## src/rtl/ghost_motion_scheduler.sv

```systemverilog
`default_nettype none
// ============================================================================
// Module   : ghost_motion_scheduler
// Purpose  : Time-multiplexed motion controller for up to NUM_GHOSTS bouncing
//            sprites. A free-running divider produces a motion tick. On each
//            tick the block sweeps the ghosts one per clock through a single
//            shared add/compare datapath. For each ghost it applies either a
//            latched collision reversal or a wall bounce, and otherwise takes
//            one step.
// Ports    : clk         - system clock
//            resetN      - asynchronous active-low reset
//            enable      - per-ghost active mask
//            collision   - per-ghost collision pulse (latched until serviced)
//            topLeft_x   - ghost i x at [11i+10:11i]
//            topLeft_y   - ghost i y at [11i+10:11i]
//            x_direction - per-ghost facing flag, toggles on each x reversal
//            busy        - high while a sweep is in progress
//            frame_tick  - one-cycle pulse when a sweep completes
// Revision : 1.0 - initial release
// ============================================================================
module ghost_motion_scheduler #(
  parameter int NUM_GHOSTS = 4,
  parameter int DIVIDER    = 125000,
  parameter int SCREEN_W   = 640,
  parameter int SCREEN_H   = 480,
  parameter int OBJ_SIZE   = 64,
  parameter int BORDER     = 5,
  parameter int X_SPACING  = 128,
  parameter int Y_INIT     = 240
) (
  input  logic                    clk,
  input  logic                    resetN,
  input  logic [NUM_GHOSTS-1:0]   enable,
  input  logic [NUM_GHOSTS-1:0]   collision,
  output logic [11*NUM_GHOSTS-1:0] topLeft_x,
  output logic [11*NUM_GHOSTS-1:0] topLeft_y,
  output logic [NUM_GHOSTS-1:0]   x_direction,
  output logic                    busy,
  output logic                    frame_tick
);

  localparam int CNT_W = (DIVIDER > 1) ? $clog2(DIVIDER) : 1;
  localparam int IDX_W = (NUM_GHOSTS > 1) ? $clog2(NUM_GHOSTS) : 1;

  // Bounce limits, in the same 12-bit signed domain as the step result
  localparam logic signed [11:0] LIM_LO = 12'(BORDER);
  localparam logic signed [11:0] LIM_XH = 12'(SCREEN_W - BORDER - OBJ_SIZE);
  localparam logic signed [11:0] LIM_YH = 12'(SCREEN_H - BORDER - OBJ_SIZE);

  localparam logic [1:0] ST_IDLE = 2'd0;
  localparam logic [1:0] ST_SCAN = 2'd1;
  localparam logic [1:0] ST_DONE = 2'd2;

  logic [CNT_W-1:0]      div_cnt;
  logic                  tick;
  logic [1:0]            state;
  logic [IDX_W-1:0]      idx;

  logic [10:0]           pos_x [NUM_GHOSTS];
  logic [10:0]           pos_y [NUM_GHOSTS];
  logic [NUM_GHOSTS-1:0] sx_neg;   // 1 = x speed is -1
  logic [NUM_GHOSTS-1:0] sy_neg;   // 1 = y speed is -1
  logic [NUM_GHOSTS-1:0] pending;  // latched collision awaiting service

  // Shared datapath: operands of the ghost currently being serviced
  logic                  in_scan;
  logic [10:0]           cur_x;
  logic [10:0]           cur_y;
  logic                  cur_sx_neg;
  logic                  cur_sy_neg;
  logic                  cur_en;
  logic                  cur_pend;
  logic signed [11:0]    nx;
  logic signed [11:0]    ny;
  logic                  hit_x;
  logic                  hit_y;
  logic [NUM_GHOSTS-1:0] serviced;

  assign tick       = (div_cnt == CNT_W'(DIVIDER - 1));
  assign in_scan    = (state == ST_SCAN);
  assign cur_x      = pos_x[idx];
  assign cur_y      = pos_y[idx];
  assign cur_sx_neg = sx_neg[idx];
  assign cur_sy_neg = sy_neg[idx];
  assign cur_en     = enable[idx];
  assign cur_pend   = pending[idx];

  assign nx = $signed({1'b0, cur_x}) + (cur_sx_neg ? -12'sd1 : 12'sd1);
  assign ny = $signed({1'b0, cur_y}) + (cur_sy_neg ? -12'sd1 : 12'sd1);

  assign hit_x = (nx <= LIM_LO) || (nx >= LIM_XH);
  assign hit_y = (ny <= LIM_LO) || (ny >= LIM_YH);

  assign serviced = in_scan ? (NUM_GHOSTS'(1) << idx) : '0;

  // Divider and sweep sequencer
  always_ff @(posedge clk or negedge resetN) begin
    if (!resetN) begin
      div_cnt    <= '0;
      state      <= ST_IDLE;
      idx        <= '0;
      busy       <= 1'b0;
      frame_tick <= 1'b0;
    end else begin
      div_cnt    <= tick ? '0 : div_cnt + 1'b1;
      frame_tick <= 1'b0;
      case (state)
        ST_IDLE: begin
          if (tick) begin
            state <= ST_SCAN;
            idx   <= '0;
            busy  <= 1'b1;
          end
        end
        ST_SCAN: begin
          if (idx == IDX_W'(NUM_GHOSTS - 1)) begin
            state      <= ST_DONE;
            frame_tick <= 1'b1;
          end else begin
            idx <= idx + 1'b1;
          end
        end
        ST_DONE: begin
          state <= ST_IDLE;
          busy  <= 1'b0;
        end
        default: begin
          state <= ST_IDLE;
          busy  <= 1'b0;
        end
      endcase
    end
  end

  // Collision latch: a new collision in the service cycle outlives the clear
  always_ff @(posedge clk or negedge resetN) begin
    if (!resetN) begin
      pending <= '0;
    end else begin
      pending <= (collision & enable) | (pending & ~serviced);
    end
  end

  // Per-ghost motion state, written only for the ghost under service
  always_ff @(posedge clk or negedge resetN) begin
    if (!resetN) begin
      for (int i = 0; i < NUM_GHOSTS; i++) begin
        pos_x[i]  <= 11'(BORDER + 1 + i * X_SPACING);
        pos_y[i]  <= 11'(Y_INIT);
        sx_neg[i] <= 1'b0;
        sy_neg[i] <= 1'((i % 2) != 0);
      end
      x_direction <= '0;
    end else if (in_scan && cur_en) begin
      if (cur_pend) begin
        // Collision reversal takes the whole sweep; position holds
        sx_neg[idx]      <= ~cur_sx_neg;
        sy_neg[idx]      <= ~cur_sy_neg;
        x_direction[idx] <= ~x_direction[idx];
      end else begin
        if (hit_x) begin
          sx_neg[idx]      <= ~cur_sx_neg;
          x_direction[idx] <= ~x_direction[idx];
        end else begin
          pos_x[idx] <= nx[10:0];
        end
        if (hit_y) begin
          sy_neg[idx] <= ~cur_sy_neg;
        end else begin
          pos_y[idx] <= ny[10:0];
        end
      end
    end
  end

  generate
    for (genvar g = 0; g < NUM_GHOSTS; g++) begin : g_pack
      assign topLeft_x[11*g +: 11] = pos_x[g];
      assign topLeft_y[11*g +: 11] = pos_y[g];
    end
  endgenerate

endmodule
`default_nettype wire

```

## config.mk

```make
export PLATFORM = sky130hd
export DESIGN_NAME = ghost_motion_scheduler
export DESIGN_NICKNAME = d
export VERILOG_FILES = /design/src/rtl/ghost_motion_scheduler.sv
export SDC_FILE = /design/constraint.sdc
export NUM_CORES = 1
export LEC_CHECK = 0
export BUFFER_PORTS_ARGS = -buffer_cell sky130_fd_sc_hd__buf_2
export CAP_MARGIN = 0
export CORE_MARGIN = 2
export CORE_UTILIZATION = 53
export CTS_CLUSTER_SIZE = 25
export DETAILED_ROUTE_END_ITERATION = 6
export PLACE_DENSITY = 0.82
export SKIP_CTS_REPAIR_TIMING = 1
export SYNTH_ARGS = -nofsm -noshare
export SYNTH_HDL_FRONTEND = slang
export SYNTH_SLANG_ARGS = --single-unit
```

## constraint.sdc

```tcl
create_clock -name clk -period 5.9 [get_ports clk]
set_clock_uncertainty 0.15 [all_clocks]
set_input_delay 0.295 -clock clk [delete_from_list [all_inputs] [get_ports clk]]
set_output_delay 0.295 -clock clk [all_outputs]
set_load 0.01 [all_outputs]
```

-- After elaboration in Yosys (flattened, before gate mapping)
Cells that the tools add are included.
- add/subtract/negate cells: 4
- shifts and indexed selects: 1
- div/mod/pow operators: 0
- $mul: 0
- order comparisons: 8
- multiplexer cells: 45
- bitwise logic cells: 12
- equality and inequality tests: 6
- reduce and logical (&&, ||, !) cells: 16
- operators with widths (operator ; count):
    44-bit bitwise mux ; 2
    11-bit two-way mux ; 5
    11-bit binary-select mux with 2-bit select ; 2
    4-bit two-way mux ; 7
    12-bit adder ; 2
    12-bit by 4-bit less-or-equal comparator with 1-bit output (second input constant) ; 2
    12-bit two-way mux ; 2
    11-bit demux with 2-bit select ; 1
    17-bit by 1-bit adder with 17-bit output (second input constant) ; 1
    17-bit == test (second input constant) ; 1
    17-bit two-way mux ; 1
    4-bit bitwise mux ; 3
    12-bit by 10-bit >= comparator with 1-bit output (second input constant) ; 1
    12-bit by 11-bit >= comparator with 1-bit output (second input constant) ; 1
    1-bit binary-select mux with 2-bit select ; 5
    1-bit two-way mux ; 9
    3-bit AND reduction ; 3
    4-bit bitwise AND ; 2
    2-bit two-way mux ; 4
    2-bit case mux with 2 select lines ; 2
    2-bit AND reduction ; 4
    1-bit NOT ; 7
    2-bit nonzero test ; 3
    2-bit != test (second input constant) ; 2
    17 further kinds ; 20
- bits in latches: 0
- input bits: 10
- logic and storage cells: 109
- ROM bits: 0
- flip-flop bits (word level): 127
- bits in writable memories: 0
- output and inout bits: 94
- memories kept: 0

-- Longest topological paths before layout
- depth in word-level cells: 9
- depth in mapped cells: 16
- mapped depth without buffers: 14

-- Least setup slack after synthesis
OpenSTA, ideal clock, no wires.
- kind: reg-to-reg
- from: reg idx[0]
- to: reg pos_x, in the netlist topLeft_x[3]
- data required time: 5.625 ns
- stages on the path, launching flop included: 16
- setup slack: 0.687 ns
- clock period less this slack: 5.213 ns
- setup time: 0.125 ns
- arrival time: 4.939 ns
- path buffers: 5
- path through: dfrtp_1 -> buf_6 -> buf_1 -> buf_1 -> mux4_2 -> ha_1 -> clkbuf_1 -> a21oi_1 -> nand2_1 -> o31ai_1 -> xnor2_1 -> or4b_1 -> mux2i_1 -> or3_1 -> clkbuf_8 -> mux2_2
- word-level cells in the longest chain between the ends: 9
- elaborated cells between the ends (all ways): 25
- classes of those cells: add/sub: 1; order compare: 4; mux: 13; bitwise: 3; reduce/logical: 4
- ends and longest elaborated chain (item ; RTL line ; text):
    start, declared ; 57 ; logic [IDX_W-1:0] idx;
    start signal, assigned ; 120 ; idx <= idx + 1'b1;
    2-bit NOT with 3-bit output (implied by the code) ; 81, 165 ;
    11-bit binary-select mux with 2-bit select ; 81 ; assign cur_x = pos_x[idx];
    11-bit two-way mux (implied by the code) (2 in a row) ; 81 ;
    12-bit adder ; 88 ; assign nx = $signed({1'b0, cur_x}) + (cur_sx_neg ? -12'sd1 : 12'sd1);
    12-bit by 4-bit less-or-equal comparator with 1-bit output or 12-bit by 11-bit >= comparator with 1-bit output (tied branches) ; 91 ; assign hit_x = (nx <= LIM_LO) || (nx >= LIM_XH);
    1-bit logical OR ; 91 ;
    1-bit NOT (no source line) ; -- ;
    3-bit AND reduction (no source line) ; -- ;
    end signal, assigned by index ; 148 ; pos_x[i] <= 11'(BORDER + 1 + i * X_SPACING);
    end signal, assigned by index ; 165 ; pos_x[idx] <= nx[10:0];
    end, declared ; 59 ; logic [10:0] pos_x [NUM_GHOSTS];
Several ways; a longest one is shown, not always the timed one. The select of a mux whose other input is x is not followed.
A chain may end at the register's enable or synchronous reset.

-- Worst setup path after layout
- from: reg idx[1]
- to: reg pos_x, in the netlist topLeft_x[3]
Same word-level chain as after synthesis.

==> flow_metrics.tcl <==
set metrics [dict create \
    status "finished, violations left" \
    violations "negative hold slack" \
    slew_violations 0 \
    placed_area_um2 7700 \
    worstSetupStartpointType "register" \
    yosysSeqAreaShare_pct 46.1 \
    wirelength_mm 16.4 \
    multi_input_area_um2 3600 \
    grt_pass1_vias 5163 \
    area_growth_pct 21.1 \
    whs_ns -0.0394 \
    fmax_mhz 186 \
    setup_tns_ns 0 \
    synth_area_leaders "dfrtp_1 35%, dfstp_2 11%, mux2_2 9.7%" \
    yosys.area.top_type "dfrtp_1" \
    initial_utilization_pct 54.8 \
    num_antenna_cells 0 \
    grt_pass1_wl_mm 26.3 \
    clock_latency_ns 0.42 \
    power.total_uw 2080 \
    cts.clk_slew.worst_paths_ns 0.06 \
    fillers 967 \
    drc 0 \
    critPathKind "register to register" \
    synth_cell_types 65 \
    cts_sinks 127 \
    critical_path_arrival_ns 5.54 \
    crit_required_ns 6.06 \
    grt_max_degree 68 \
    grt-ovfl-total 0 \
    netlist_top_cells_count "97 x dfrtp_1, 60 x mux2_2, 31 x ha_1, 31 x nand2_1, 31 x nor2_1" \
    critPathMaxFanout 13 \
    dieHeight_um 119 \
    firstDrtPassIters 7 \
    rows 41 \
    coreArea_um2 12700 \
    p_leak_uw 0.00434 \
    rsz0062_at_grt "false" \
    antenna_found_initial 0 \
    hold_violations 1 \
    ir_drop_uv 199 \
    netlist_area_um2 6970 \
    ios 104 \
    nets 736 \
    final-instance-count-excl-fill 878 \
    viasPerCell 5.85 \
    numPortBuffers 103 \
    drt_iter0_drc 325 \
    synth_ff_type "dfrtp_1" \
    async_flop_share_pct 100 \
    yosysMostFrequentCell "dfrtp_1" \
    power_density_nw_per_um2 247 \
    slew_headroom_pct 40.4 \
    cts_buffer_depth 2 \
    ff_latch_area_um2 3220 \
    min_period_over_period_pct 91.3 \
    yosysTopAreaCellShare_pct 34.8 \
    drtAntennaViolNets 0 \
    htree_levels 4 \
    cts_tree "built" \
    synth_seq_cells 127 \
    dieArea_um2 14100 \
    synth_fp_nets 611 \
    fin_util_pct 66.3 \
    cts_buffers 17 \
    fin_area_um2 8440 \
    worst_pin_slew_ns 0.886 \
    hp-class "input pin to register" \
    grt_util_all_layers_pct 23.9 \
    endpoint_kind "register" \
    synth_edf_count 0 \
    dpl.cell_count 839 \
    cap_viol_max_count 0 \
    synth_cells 568 \
    syn_avg_cell_area_um2 12.3 \
    fp.dieW_um 119 \
    dp_hpwl_mm 11.6 \
    wire_per_inst_um 18.7 \
    yosysWarnings 0 \
    setup_viol 0 \
    gp_congestion 0.928 \
    fin_crit_ns 5.38 \
    clock-root-buffer "clkbuf_16" \
    vias 5135 \
    drive_gt1_share_pct 38.7 \
]
==> layer usage <==
metal	global-route usage, %	routed length (um)	part of all wire, %	vias to the layer above
met5	0	0	0	-
met4	8.71	316	1.9	0
met3	4.78	917	5.6	25
met2	39.4	8110	49	180
met1	31.2	7080	43	2579
li1	-	-	-	2351
==> flip-flops by register name, summed over array words and instances (netlist names) <==
| register | flops |
|---|---|
| busy | 1 |
| div_cnt | 17 |
| frame_tick | 1 |
| idx | 2 |
| pending | 4 |
| state | 2 |
| sx_neg | 4 |
| sy_neg | 4 |
| topLeft_x | 44 |
| topLeft_y | 44 |
| x_direction | 4 |
==> cell usage in the layout (no fill, tap or decap), types with 3 or more instances in the layout <==
master / Yosys / final
nor2b_1: 7 / 7
nor4_1: 5 / 5
a211o_1: 3 / 3
inv_1: 15 / 15
a31oi_1: 4 / 4
mux4_2: 22 / 22
xor2_1: 14 / 14
or3_1: 3 / 3
ha_1: 31 / 31
o211ai_1: 3 / 3
clkbuf_16: 0 / 17
o31ai_1: 5 / 5
a22o_1: 3 / 3
nor3_2: 3 / 3
a21oi_1: 20 / 20
nand2_2: 3 / 3
buf_2: 2 / 102
buf_4: 1 / 12
nand3_1: 12 / 12
o21ai_0: 24 / 24
xnor2_1: 14 / 14
dlygate4sd3_1: 0 / 7
and2_1: 13 / 13
nand2b_1: 3 / 3
dfstp_2: 30 / 30
nand2_1: 31 / 31
and3_1: 10 / 10
dfrtp_1: 97 / 96
mux2_1: 24 / 24
a21o_1: 9 / 9
bufinv_16: 0 / 6
clkinv_2: 0 / 3
nor3_1: 5 / 5
mux2i_1: 8 / 8
a211oi_1: 6 / 6
nor2_1: 31 / 31
mux2_2: 60 / 60
==> power breakdown <==
| part | internal, uW | switching [uW] |
|---|---|---|
| clock | 811 | 375 |
| sequential | 873 | 0.0000286 |
| combinational | 5.43 | 18.6 |
==> final timing paths <==
| kind | slack [ns] | from | end | cells after the start |
|---|---|---|---|---|
| worst max-delay path | 0.52 | idx[1] | topLeft_x[3] | 13 |
| worst min-delay path | -0.04 | enable[3] | pending[3] | 3 |
| worst max register to register | 0.52 | idx[1] | topLeft_x[3] | 13 |
| worst min register to register | 0.35 | div_cnt[12] | div_cnt[12] | 1 |
| max in group asynchronous | 3.94 | resetN | topLeft_y[30] | 3 |
| min in group asynchronous | 0.33 | resetN | topLeft_y[22] | 2 |
==> worst max-delay path: stages (launching register included) <==
cell,delay [ns]
dfrtp_1,0.76
inv_2,0.24
o21ai_0,0.44
inv_1,0.35
ha_1,0.47
and3b_1,0.21
o2bb2ai_2,0.15
o31ai_1,0.44
xnor2_1,0.25
or4b_1,0.56
mux2i_1,0.17
buf_4,0.19
or3_1,0.47
mux2_2,0.41
==> layout make-up <==
cell class / instances / share of cell area (%)
tap: 172 / 2.55
multi-input combinational: 408 / 42.6
inverter: 18 / 0.801
timing repair buffer: 121 / 7.95
clock buffer: 21 / 5.46
sequential: 127 / 38.1
clock inverter: 11 / 2.49
==> stage by stage <==
stage	hold WS [ns]	setup WS (ns)
6_report	-0.0394	0.515
5_1_grt	0.00434	0.0656
4_1_cts	-0.188	0.561
3_5_place_dp	0.260	0.577
3_3_place_gp	0.242	0.807
2_1_floorplan	-0.151	0.687
==> cell families after synthesis <==
logic type	after synthesis	share of synthesized area, %
AOI/OAI and AO/OA	95	9.43
muxes	115	22.0
adders and majority gates	33	6.14
and+or+nand+nor	137	10.3
xor gates and xnor gates	28	3.52
buffers and inverters	33	2.44
DFF	127	46.1
(Power assumes the default switching activity.)
